### src/rtl/fc_train_ctrl.sv
// Per-sample sequencer for the fc ternary-unit array: forward pass, optional
// backward pass driven by the error vector, result record and running stats.
module fc_train_ctrl #(
  parameter int N       = 27,
  parameter int CNT_W   = $clog2(N + 1),
  parameter int TIMEOUT = 1024,
  parameter int STAT_W  = 16
) (
  input  logic              clk_in,
  input  logic              rst_in,
  input  logic              s_valid,
  output logic              s_ready,
  input  logic [N-1:0]      s_fin,
  input  logic [N-1:0]      s_target,
  input  logic              s_train,
  output logic [N-1:0]      fin,
  output logic              fd_prop,
  input  logic [N-1:0]      fout,
  input  logic              fd_prop_done,
  output logic [N-1:0]      bin,
  output logic              bk_prop,
  input  logic              bk_prop_done,
  output logic              r_valid,
  input  logic              r_ready,
  output logic [N-1:0]      r_fout,
  output logic [CNT_W-1:0]  r_errors,
  output logic              r_timeout,
  output logic              busy,
  output logic [STAT_W-1:0] stat_samples,
  output logic [STAT_W-1:0] stat_errors
);

  localparam int TMR_W = (TIMEOUT > 2) ? $clog2(TIMEOUT) : 1;
  localparam logic [TMR_W-1:0] TMR_LAST = TMR_W'(TIMEOUT - 1);

  typedef enum logic [2:0] {
    IDLE      = 3'd0,
    FWD_START = 3'd1,
    FWD_WAIT  = 3'd2,
    BWD_START = 3'd3,
    BWD_WAIT  = 3'd4,
    REPORT    = 3'd5
  } state_t;

  state_t            state_q, state_d;
  logic              s_ready_q, fd_prop_q, bk_prop_q, r_valid_q;
  logic              r_timeout_q, busy_q, train_q;
  logic [N-1:0]      fin_q, bin_q, r_fout_q, target_q;
  logic [CNT_W-1:0]  r_errors_q;
  logic [STAT_W-1:0] stat_samples_q, stat_errors_q;
  logic [TMR_W-1:0]  timer_q, timer_d;

  logic              accept, tmr_exp, r_hs;
  logic              fwd_done, fwd_to, bwd_done, bwd_to;
  logic [N-1:0]      err_vec;

  function automatic logic [CNT_W-1:0] popcount(input logic [N-1:0] v);
    logic [CNT_W-1:0] c;
    c = '0;
    for (int i = 0; i < N; i++) begin
      c = c + CNT_W'(v[i]);
    end
    return c;
  endfunction

  function automatic logic [STAT_W-1:0] sat_add(input logic [STAT_W-1:0] a,
                                                input logic [STAT_W-1:0] b);
    logic [STAT_W:0] sum;
    sum = {1'b0, a} + {1'b0, b};
    return sum[STAT_W] ? {STAT_W{1'b1}} : sum[STAT_W-1:0];
  endfunction

  always_comb begin
    accept   = (state_q == IDLE) && s_valid && s_ready_q;
    tmr_exp  = (timer_q == TMR_LAST);
    fwd_done = (state_q == FWD_WAIT) && fd_prop_done;
    fwd_to   = (state_q == FWD_WAIT) && !fd_prop_done && tmr_exp;
    bwd_done = (state_q == BWD_WAIT) && bk_prop_done;
    bwd_to   = (state_q == BWD_WAIT) && !bk_prop_done && tmr_exp;
    r_hs     = (state_q == REPORT) && r_ready;
    err_vec  = fout ^ target_q;

    state_d = state_q;
    case (state_q)
      IDLE:      if (accept) state_d = FWD_START;
      FWD_START: state_d = FWD_WAIT;
      FWD_WAIT: begin
        if (fwd_done)    state_d = train_q ? BWD_START : REPORT;
        else if (fwd_to) state_d = REPORT;
      end
      BWD_START: state_d = BWD_WAIT;
      BWD_WAIT:  if (bwd_done || bwd_to) state_d = REPORT;
      REPORT:    if (r_hs) state_d = IDLE;
      default:   state_d = IDLE;
    endcase

    // Timer reads 0 during the START cycle, so expiry at TIMEOUT-1 lands
    // exactly TIMEOUT cycles after the launch pulse.
    timer_d = '0;
    if (state_q inside {FWD_START, FWD_WAIT, BWD_START, BWD_WAIT}) begin
      timer_d = timer_q + 1'b1;
    end
    if (fwd_done && train_q) begin
      timer_d = '0;
    end
  end

  always_ff @(posedge clk_in or negedge rst_in) begin
    if (!rst_in) begin
      state_q        <= IDLE;
      timer_q        <= '0;
      busy_q         <= 1'b0;
      s_ready_q      <= 1'b0;
      fd_prop_q      <= 1'b0;
      bk_prop_q      <= 1'b0;
      r_valid_q      <= 1'b0;
      r_timeout_q    <= 1'b0;
      train_q        <= 1'b0;
      fin_q          <= '0;
      bin_q          <= '0;
      r_fout_q       <= '0;
      r_errors_q     <= '0;
      stat_samples_q <= '0;
      stat_errors_q  <= '0;
    end else begin
      state_q   <= state_d;
      timer_q   <= timer_d;
      busy_q    <= (state_d != IDLE);
      // Ready only after a full cycle in IDLE, giving the 4+k spacing.
      s_ready_q <= (state_q == IDLE) && !accept;
      fd_prop_q <= accept;
      bk_prop_q <= fwd_done && train_q;
      r_valid_q <= (state_d == REPORT);

      if (accept) begin
        fin_q       <= s_fin;
        train_q     <= s_train;
        r_timeout_q <= 1'b0;
      end

      if (fwd_done) begin
        r_fout_q   <= fout;
        bin_q      <= err_vec;
        r_errors_q <= popcount(err_vec);
      end

      if (fwd_to) begin
        r_timeout_q <= 1'b1;
        r_fout_q    <= '0;
        r_errors_q  <= '0;
      end

      if (bwd_to) begin
        r_timeout_q <= 1'b1;
      end

      if (r_hs) begin
        bin_q <= '0;
        if (!r_timeout_q) begin
          stat_samples_q <= sat_add(stat_samples_q, STAT_W'(1));
          stat_errors_q  <= sat_add(stat_errors_q, STAT_W'(r_errors_q));
        end
      end
    end
  end

  // Target only feeds the error vector, which is qualified by state.
  always_ff @(posedge clk_in) begin
    if (accept) begin
      target_q <= s_target;
    end
  end

  assign s_ready      = s_ready_q;
  assign fin          = fin_q;
  assign fd_prop      = fd_prop_q;
  assign bin          = bin_q;
  assign bk_prop      = bk_prop_q;
  assign r_valid      = r_valid_q;
  assign r_fout       = r_fout_q;
  assign r_errors     = r_errors_q;
  assign r_timeout    = r_timeout_q;
  assign busy         = busy_q;
  assign stat_samples = stat_samples_q;
  assign stat_errors  = stat_errors_q;

endmodule

### config.mk
export PLATFORM = sky130hd
export DESIGN_NAME = fc_train_ctrl
export DESIGN_NICKNAME = d
export VERILOG_FILES = /design/src/rtl/fc_train_ctrl.sv
export SDC_FILE = /design/constraint.sdc
export NUM_CORES = 1
export LEC_CHECK = 0
export CAP_MARGIN = 20
export CORE_ASPECT_RATIO = 0.5
export CORE_MARGIN = 3
export CORE_UTILIZATION = 52
export DETAILED_ROUTE_END_ITERATION = 6
export PLACE_DENSITY_LB_ADDON = 0.2
export SETUP_SLACK_MARGIN = 0.1
export SYNTH_ARGS = -nofsm -noshare
export SYNTH_HDL_FRONTEND = slang
export SYNTH_SLANG_ARGS = --single-unit
### constraint.sdc
create_clock -name clk_in -period 13.2 [get_ports clk_in]
set_clock_uncertainty 0.15 [all_clocks]
set_input_delay 1.32 -clock clk_in [delete_from_list [all_inputs] [get_ports clk_in]]
set_output_delay 1.32 -clock clk_in [all_outputs]
set_load 0.01 [all_outputs]
==> impl_metrics.env <==
export IMPL_grt_overflow=0
export IMPL_ys_seq_elements=165
export IMPL_n_fill_cell=944
export IMPL_switching_share_pct=37.27
export IMPL_wl_per_cell_um=17.80
export IMPL_min_period_over_period_pct=48.58
export IMPL_criticalPathCategory="in -> reg"
export IMPL_syn_inst=613
export IMPL_via_per_inst=5.376
export IMPL_synth_edf_count=27
export IMPL_grt_pass1_vias=6001
export IMPL_fin_crit_ps=6413
export IMPL_clock_latency_ps=410
export IMPL_clock_fmax_mhz=155.9
export IMPL_antenna_cells=0
export IMPL_finalWirelength_um=18260
export IMPL_synthToLayoutAreaGrowth_pct=37.74
export IMPL_power_density_mw_per_mm2=260.1
export IMPL_io_pins=212
export IMPL_numClockSinks=165
export IMPL_hold_class="reg -> reg"
export IMPL_synth_seq_area_share_pct=56.64
export IMPL_instances_no_fill=1026
export IMPL_grt_max_degree=71
export IMPL_tns_ps=0
export IMPL_end_kind="flop"
export IMPL_place_gp_congestion=0.8537
export IMPL_drv_cap=0
export IMPL_ant_nets=0
export IMPL_finalHoldViolCount=0
export IMPL_post_route_drc_count=0
export IMPL_yosysTopAreaCellShare_pct=45.87
export IMPL_dp_cells=993
export IMPL_rsz0062_at_grt="no"
export IMPL_cts_hold_buf=0
export IMPL_clk_pin_slew_ps=70
export IMPL_post_cts_setup_buffers=0
export IMPL_async_flop_share_pct=83.64
export IMPL_clockRootBuffer="clkbuf_16"
export IMPL_clkPwrFrac_pct=17.9
export IMPL_dieArea_mm2=0.01605
export IMPL_syn_avg_cell_area_um2=12.28
export IMPL_cts_max_path_buffers=2
export IMPL_final_nets=944
export IMPL_grt_use_total_pct=24.00
export IMPL_setup_worst_path_start="fout[1]"
export IMPL_worst_slew_pin_slew_ps=1016
export IMPL_setup_viol=0
export IMPL_rows=30
export IMPL_drive_above_1_share_pct=9.233
export IMPL_slew_headroom_pct=32.04
export IMPL_initial_core_util_pct=54.35
export IMPL_die_y_um=91.08
export IMPL_p_int_mw=1.692
export IMPL_synth_fp_nets=736
export IMPL_cts_tree="yes"
export IMPL_startpoint_type="input port"
export IMPL_synth_cell_type_count=50
export IMPL_port_buffer_count=211
export IMPL_grt_pass1_wl_um=30330
export IMPL_p_leak_nw=4.448
export IMPL_numCtsBuffers=17
export IMPL_syn_area_mm2=0.007528
export IMPL_p_sw_mw=1.005
export IMPL_antenna_found_initial=0
export IMPL_final_max_slew_viol_count=0
export IMPL_synthFlopType="dfrtp_1"
export IMPL_yosysTopAreaCell="dfrtp_1"
export IMPL_r2r_start="target_q[17]"
export IMPL_outcome="complete, no violations"
export IMPL_worst_path_max_fanout=2
export IMPL_die_x_um=176.2
export IMPL_yosysWarnings=0
export IMPL_comb_power_share_pct=52.4
export IMPL_drt_iter0_drc=260
export IMPL_vias=5516
export IMPL_postCtsResizedCells=0
export IMPL_core_area_mm2=0.01385
export IMPL_vdd_ir_drop_max_mv=0.2836
export IMPL_pwr_share_seq_pct=29.7
export IMPL_htreeDepth=4
export IMPL_synth_area_leaders="dfrtp_1 (46%), edfxtp_1 (11%), fa_1 (5.3%), mux2_2 (4.3%), xor2_1 (3.6%)"
export IMPL_critPathArrivalTime_ps=6540
export IMPL_place_hpwl_um=12940
export IMPL_cp_required_ps=13330
export IMPL_hold_start="fin[25]"
export IMPL_hold_slack_ps=335.8
export IMPL_dr_pass1_iters=4
==> per-layer routing <==
layer / routed length, µm / GRT usage [%] / vias up
li1: - / - / 2579
met1: 7718 / 30.30 / 2733
met2: 8813 / 39.47 / 181
met3: 1430 / 7.352 / 23
met4: 297 / 8.492 / 0
met5: 0 / 0 / -
==> cell type report <==
class	count	area, µm²	area share [%]
Multi-Input combinational cell	395	3028	29.20
Inverter	27	101.3	0.9773
Clock buffer	18	429.2	4.139
Clock inverter	14	143.9	1.388
Tap cell	192	240.2	2.317
Timing Repair Buffer	215	2163	20.86
Sequential cell	165	4264	41.12
==> kinds of logic (layout without fill, tap and decap cells) <==
| logic type | Yosys count | in the layout | share of synthesized area, % |
|---|---|---|---|
| buffers and inverters | 53 | 274 | 3.258 |
| flip-flops | 165 | 165 | 56.64 |
| AO/OA/AOI/OAI | 108 | 108 | 10.04 |
| adder cells (fa/ha/maj) | 35 | 35 | 7.811 |
| XOR/XNOR | 51 | 51 | 5.933 |
| AND/OR/NAND/NOR | 167 | 167 | 11.25 |
| multiplexers | 34 | 34 | 5.069 |
==> critical path, cell delays in order <==
cell and delay, ps:
clkdlybuf4s50_1 500, xor2_1 260, fa_1 500, fa_1 550, fa_1 520, fa_1 550, inv_1 50, fa_1 520
fa_1 580, fa_1 170, inv_1 60, fa_1 400, a21o_1 170, a21oi_1 160, xor2_1 150, o21ai_0 80
==> power groups by stage <==
| stage | logic (mW) | clock network, mW | registers (mW) |
|---|---|---|---|
| finish | 1.41 | 0.484 | 0.800 |
| global route | 1.60 | 0.519 | 0.823 |
| CTS | 1.43 | 0.491 | 0.800 |
| detailed placement | 1.41 | 0 | 0.806 |
| global placement | 1.35 | 0 | 0.799 |
| floorplan | 0.810 | 0 | 0.851 |
==> metrics by stage <==
stage | setup WS (ps) | instance area, µm² | util, % | power (mW)
2_1_floorplan | 7069 | 7528 | - | 1.661
3_3_place_gp | 6421 | 9769 | 70.53 | 2.145
6_report | 6787 | 10370 | 74.87 | 2.697
3_5_place_dp | 6335 | 9769 | 70.53 | 2.212
5_1_grt | 6475 | 10370 | 74.87 | 2.944
4_1_cts | 6769 | 10340 | 74.67 | 2.720
==> worst paths after layout <==
kind                                    end  slack [ps]  depth (start not counted)
max reg2reg                     r_errors[4]        7790                         16
min reg2reg                         fin[25]         340                          1
max                             r_errors[4]        6790                         16
min                                 fin[25]         340                          1
min in group asynchronous  stat_samples[14]         740                          1
max in group asynchronous           bin[24]       10800                          2
==> flip-flops by register name, indices dropped and copies added (netlist names) <==
name,count
busy,1
stat_samples,16
r_valid,1
state_q,3
stat_errors,16
train_q,1
r_timeout,1
bin,27
fin,27
bk_prop,1
s_ready,1
target_q,27
r_fout,27
timer_q,10
r_errors,5
fd_prop,1
==> cells in the mapped netlist, types with 8 or more instances <==
master,n
dfrtp_1,138
nand2_1,59
nor2_1,40
xor2_1,31
mux2_2,29
a22o_1,28
edfxtp_1,27
inv_1,27
a21oi_1,26
fa_1,20
nand3_1,20
xnor2_1,20
a211oi_1,18
ha_1,15
o21ai_0,14
buf_2,13
and3_1,10
buf_4,8
nand4_1,8
==> cell usage in the layout (no fill, tap or decap), types with 26 or more instances in the layout <==
cell / netlist / final
a22o_1: 28 / 28
nor2_1: 40 / 40
dfrtp_1: 138 / 138
inv_1: 27 / 27
a21oi_1: 26 / 26
edfxtp_1: 27 / 27
clkdlybuf4s50_1: 0 / 210
mux2_2: 29 / 29
nand2_1: 59 / 59
xor2_1: 31 / 31
Power figures use the tool's default switching activity.
